[src/rtl/hazard_sequencer.sv]
// Pipeline hazard control: load-use bubbles, branch flushes, memory-wait freeze
// with timeout, EX operand forwarding and a saturating stall-cycle counter.
module hazard_sequencer #(
  parameter int unsigned RW           = 4,
  parameter int unsigned LOAD_BUBBLES = 1,
  parameter int unsigned TIMEOUT      = 64,
  parameter int unsigned CNTW         = 16
) (
  input  logic            clk,
  input  logic            rst,
  input  logic [RW-1:0]   raId,
  input  logic [RW-1:0]   rbId,
  input  logic [RW-1:0]   rcId,
  input  logic            useAId,
  input  logic            useBId,
  input  logic            useCId,
  input  logic [RW-1:0]   raEx,
  input  logic [RW-1:0]   rbEx,
  input  logic [RW-1:0]   rcSrcEx,
  input  logic [RW-1:0]   rcEx,
  input  logic            regWriteEx,
  input  logic            memToRegEx,
  input  logic [RW-1:0]   rcMem,
  input  logic            regWriteMem,
  input  logic [RW-1:0]   rcWb,
  input  logic            regWriteWb,
  input  logic            branchTakenEx,
  input  logic            memReq,
  input  logic            memReady,
  output logic            enPc,
  output logic            enIfId,
  output logic            enIdEx,
  output logic            enExMem,
  output logic            enMemWb,
  output logic            flushIfId,
  output logic            flushIdEx,
  output logic [1:0]      fwdA,
  output logic [1:0]      fwdB,
  output logic [1:0]      fwdC,
  output logic            memTimeout,
  output logic [CNTW-1:0] stallCycles
);

  localparam int unsigned BW = 4;
  localparam int unsigned WW = 8;

  typedef enum logic [1:0] {RUN, LU_STALL, MEM_WAIT} stateT;

  stateT          state, stateNext;
  logic [BW-1:0]  bubbleCnt, bubbleNext;
  logic [WW-1:0]  waitCnt, waitNext;
  logic           timeoutNext;
  logic           memHold, luHaz, anyStall;

  assign memHold = memReq & ~memReady;
  assign luHaz   = regWriteEx & memToRegEx &
                   ((useAId & (raId == rcEx)) |
                    (useBId & (rbId == rcEx)) |
                    (useCId & (rcId == rcEx)));

  // MEM/WB priority select; register 0 is compared like any other
  function automatic logic [1:0] fwdSel(input logic [RW-1:0] src);
    if (regWriteMem && (rcMem == src)) return 2'b01;
    if (regWriteWb && (rcWb == src))   return 2'b10;
    return 2'b00;
  endfunction

  assign fwdA = fwdSel(raEx);
  assign fwdB = fwdSel(rbEx);
  assign fwdC = fwdSel(rcSrcEx);

  always_comb begin
    stateNext   = state;
    bubbleNext  = bubbleCnt;
    waitNext    = waitCnt;
    timeoutNext = memTimeout;
    enPc        = 1'b1;
    enIfId      = 1'b1;
    enIdEx      = 1'b1;
    enExMem     = 1'b1;
    enMemWb     = 1'b1;
    flushIfId   = 1'b0;
    flushIdEx   = 1'b0;
    case (state)
      LU_STALL: begin
        if (memHold) begin
          {enPc, enIfId, enIdEx, enExMem, enMemWb} = 5'b00000;
        end else begin
          enPc       = 1'b0;
          enIfId     = 1'b0;
          flushIdEx  = 1'b1;
          bubbleNext = bubbleCnt - BW'(1);
          if (bubbleCnt == BW'(1)) stateNext = RUN;
        end
      end
      default: begin
        if (memHold) begin
          {enPc, enIfId, enIdEx, enExMem, enMemWb} = 5'b00000;
          if (state == RUN) begin
            stateNext = MEM_WAIT;
            waitNext  = WW'(1);
          end else begin
            if (waitCnt != {WW{1'b1}}) waitNext = waitCnt + WW'(1);
            if ((9'(waitCnt) + 9'd1) >= 9'(TIMEOUT)) timeoutNext = 1'b1;
          end
        end else begin
          // memory released (or idle): resolve branch / load-use as in RUN
          stateNext = RUN;
          if (branchTakenEx) begin
            flushIfId = 1'b1;
            flushIdEx = 1'b1;
          end else if (luHaz) begin
            enPc      = 1'b0;
            enIfId    = 1'b0;
            flushIdEx = 1'b1;
            if (LOAD_BUBBLES > 1) begin
              stateNext  = LU_STALL;
              bubbleNext = BW'(LOAD_BUBBLES - 1);
            end
          end
        end
      end
    endcase
  end

  assign anyStall = ~(enPc & enIfId & enIdEx & enExMem & enMemWb);

  always_ff @(posedge clk or negedge rst) begin
    if (!rst) begin
      state       <= RUN;
      bubbleCnt   <= '0;
      waitCnt     <= '0;
      memTimeout  <= 1'b0;
      stallCycles <= '0;
    end else begin
      state      <= stateNext;
      bubbleCnt  <= bubbleNext;
      waitCnt    <= waitNext;
      memTimeout <= timeoutNext;
      if (anyStall && (stallCycles != {CNTW{1'b1}}))
        stallCycles <= stallCycles + CNTW'(1);
    end
  end

endmodule

[config.mk]
export PLATFORM = sky130hd
export DESIGN_NAME = hazard_sequencer
export DESIGN_NICKNAME = d
export VERILOG_FILES = /design/src/rtl/hazard_sequencer.sv
export SDC_FILE = /design/constraint.sdc
export NUM_CORES = 1
export LEC_CHECK = 0
export ABC_AREA = 1
export CAP_MARGIN = 20
export CORE_MARGIN = 5
export CORE_UTILIZATION = 25
export DETAILED_ROUTE_END_ITERATION = 7
export HOLD_SLACK_MARGIN = 0.15
export SETUP_SLACK_MARGIN = 0.05
export SKIP_CTS_REPAIR_TIMING = 1
export SYNTH_ARGS = -nofsm -noshare
export SYNTH_HDL_FRONTEND = slang
export SYNTH_SLANG_ARGS = --single-unit
[constraint.sdc]
create_clock -name clk -period 4.1 [get_ports clk]
set_input_delay 1.025 -clock clk [delete_from_list [all_inputs] [get_ports clk]]
set_output_delay 1.025 -clock clk [all_outputs]
set_load 0.02 [all_outputs]
==> key figures <==
Die
  • Std cell rows: 33
  • Chip height: 102 µm
  • Die X: 102 µm
  • IO Pins: 78
  • Core area: 0.00826 mm²
  • Die ar.: 0.0104 mm²
  • Starting Density: 25.7%

Detailed routing
  • First DRT Iteration DRCs: 75
  • Metal-1 WL: 2.56 mm
  • Routed wl met3: 358 µm
  • DRT Wirelength: 5.52 mm
  • Via count: 2175
  • Final ANT Viol Nets: 0
  • Residual DRC count: 0
  • Drt wl/cell: 11.3 µm
  • Vias per cell: 4.47
  • Top Metal Used: met4
  • Routed wl met2: 2.57 mm
  • Iteration count of the initial detailed-routing pass: 4

Timing
  • Final min period: 3.88 ns
  • Max Fclk: 258 MHz
  • Hold WS: 0.479 ns
  • Final Slew Violations: 0
  • Final Setup Violations: 0
  • Unrepaired setup endpoints after global routing: no
  • Final clock skew: 0.00530 ns
  • Fin crit share: 94.6%
  • Slew @ Worst Pin: 0.348 ns
  • Final Hold Fails: 0
  • Setup TNS: 0 ns
  • Slew headroom: 76.8%

Layout
  • ANT cells: 0
  • Commonest non-fill, non-tap cell in the layout: nand2_1
  • Most frequent cells in the layout: 78 x nand2_1, 76 x clkdlybuf4s50_1, 53 x inv_1
  • Share of cells above drive strength 1: 7.85%
  • P&R area growth vs syn: 42.4%
  • Finished Cell Area: 0.00303 mm²
  • Fin nets: 434

Pwr
  • Clock network power share: 20.2%
  • Pwr per Cell Area: 239 mW/mm²
  • Logic pwr share: 36.9%
  • Internal power: 477 µW
  • Switching part of the total power: 34.1%
  • Sw Pwr: 246 µW
  • Share of power burned in registers: 42.9%
  • Maximum VDD drop: 121 µV
  • LEAKAGE: 0.00144 µW

Logic synthesis
  • Sequential area share after synthesis: 30.6%
  • Synth area leader: dfrtp_1
  • Area share of the largest cell type after synthesis: 30.6%
  • Top_reg_cell synth: dfrtp_1
  • Netlist cell types: 32
  • Synth Warn #: 0
  • Mapped Cells: 306
  • Ranking of synthesized cells by area: dfrtp_1 31%, nand2_1 14%, inv_1 9.4%
  • EDFF count, synth: 0
  • Syn_area_per_cell: 6.95 µm²
  • Flops & latches, synth: 26
  • Synthesized area: 0.00213 mm²
  • Synth async-reset ratio: 100%
  • Post-synth net total: 356

Clock network
  • Worst skew pair latency: 0.27 ns
  • Clock sink count: 26
  • CTS tree: built
  • Clock tree buffer depth: 2
  • CTS clk-pin slew, worst paths: 0.09 ns
  • H-tree Lvls: 1
  • Total CTS buffers: 3
  • Root Driver: clkbuf_8

Global route
  • Largest net degree at the start of global routing: 27
  • Antenna violations before repair: 0
  • Gr usage total: 10.7%
  • First-pass GRT wire length: 9.27 mm
  • Grt ovf: 0
  • Number of global-route vias before repair: 2065

Run status
  • Run status: completed

Hold path
  • Worst Hold Class: reg2reg

Place
  • GPL Wtd Cong: 0.837
  • DP HPWL: 4.50 mm
  • Port Buffers: 77
  • Post-DP Area: 0.00298 mm²

Worst setup path
  • Critical-path cell list: clkdlybuf4s50_1 > inv_2 > nand2_1 > nand2_1 > nor2_1 > nand3_1 > nand3_1 > nand3_2 > nand2_4 > inv_1 > clkdlybuf4s50_1
  • CP max stage cell: clkdlybuf4s50_1
  • Max FO, Critical Path: 5
  • Slowest stage delay, CP: 0.57 ns
  • Setup Crit Path Kind: in2out
  • WP data required: 3.07 ns
  • Setup crit end kind: output port
  • Worst Setup Start Kind: input pin
  • Crit path DAT: 2.85 ns

Run
  • Max-cap check violation count: 0
## critical path: cells and delay by family
kind,cells,cell delay (ns)
buffers and inverters,4,1.20
AND/OR/NAND/NOR,7,0.62
## cell type report
type | instances | area, µm²
timing repair buffer | 79 | 788
tap | 105 | 131
multi-input combinational | 216 | 1200
clock buffer | 3 | 41.3
inverter | 58 | 218
sequential | 26 | 651
fill | 887 | 5230
## stage by stage
stage,utilization [%],cells,total power [µW],worst slack (ns)
finish,36.7,487,723,0.220
global route,36.7,487,775,0.0600
CTS,36.6,487,734,0.168
detailed placement,36.1,484,585,0.175
global placement,36.1,484,582,0.165
floorplan,-,306,452,0.982
## path summary, 6_finish.rpt
| check | to | cells past startpoint | slack, ns | from |
|---|---|---|---|---|
| min in group asynchronous | stallCycles[6]$_DFFE_PN0P_ | 2 | 1.11 | rst |
| hold / removal | memTimeout$_DFFE_PN0P_ | 1 | 0.48 | memTimeout$_DFFE_PN0P_ |
| setup reg to reg | stallCycles[10]$_DFFE_PN0P_ | 9 | 2.29 | stallCycles[0]$_DFFE_PN0P_ |
| setup / recovery | enIfId | 11 | 0.22 | rcEx[0] |
| max in group asynchronous | waitCnt[4]$_DFFE_PN0P_ | 2 | 2.72 | rst |
| hold reg to reg | memTimeout$_DFFE_PN0P_ | 1 | 0.48 | memTimeout$_DFFE_PN0P_ |
## registers in the layout, indices dropped and copies added (netlist names)
name / flops
waitCnt: 8
state: 1
memTimeout: 1
stallCycles: 16
## power by group through the flow
stage          sequential [µW]  clock [µW]  combinational (µW)
2_1_floorplan              338           0                 114
3_3_place_gp               316           0                 266
3_5_place_dp               316           0                 270
4_1_cts                    311         153                 270
5_1_grt                    315         165                 295
6_report                   310         146                 267
## cells by family (layout without fill, tap and decap cells)
| group | count (synthesis) | after routing | synth area share [%] |
|---|---|---|---|
| adder cells (fa/ha/maj) | 2 | 2 | 1.18 |
| XOR/XNOR | 19 | 19 | 7.83 |
| buffers and inverters | 64 | 140 | 13.0 |
| flip-flops | 26 | 26 | 30.6 |
| AO/OA/AOI/OAI | 36 | 36 | 10.4 |
| AND/OR/NAND/NOR | 159 | 159 | 37.0 |
## Yosys cell counts, drive strengths merged (7+ instances only)
cell type  number
nor2           28
o22ai          10
nand2          85
inv            58
xor2           12
nor3            7
dfrtp          26
o21ai           8
a21oi           8
xnor2           7
nand3          33
## per-layer routing
| metal | GRT usage, % | vias up |
|---|---|---|
| met2 | 17.8 | 59 |
| met4 | 2.42 | 0 |
| met5 | 0 | - |
| li1 | - | 1128 |
| met3 | 2.66 | 6 |
| met1 | 14.0 | 982 |
Note: power is estimated with default switching activity, not from simulation.
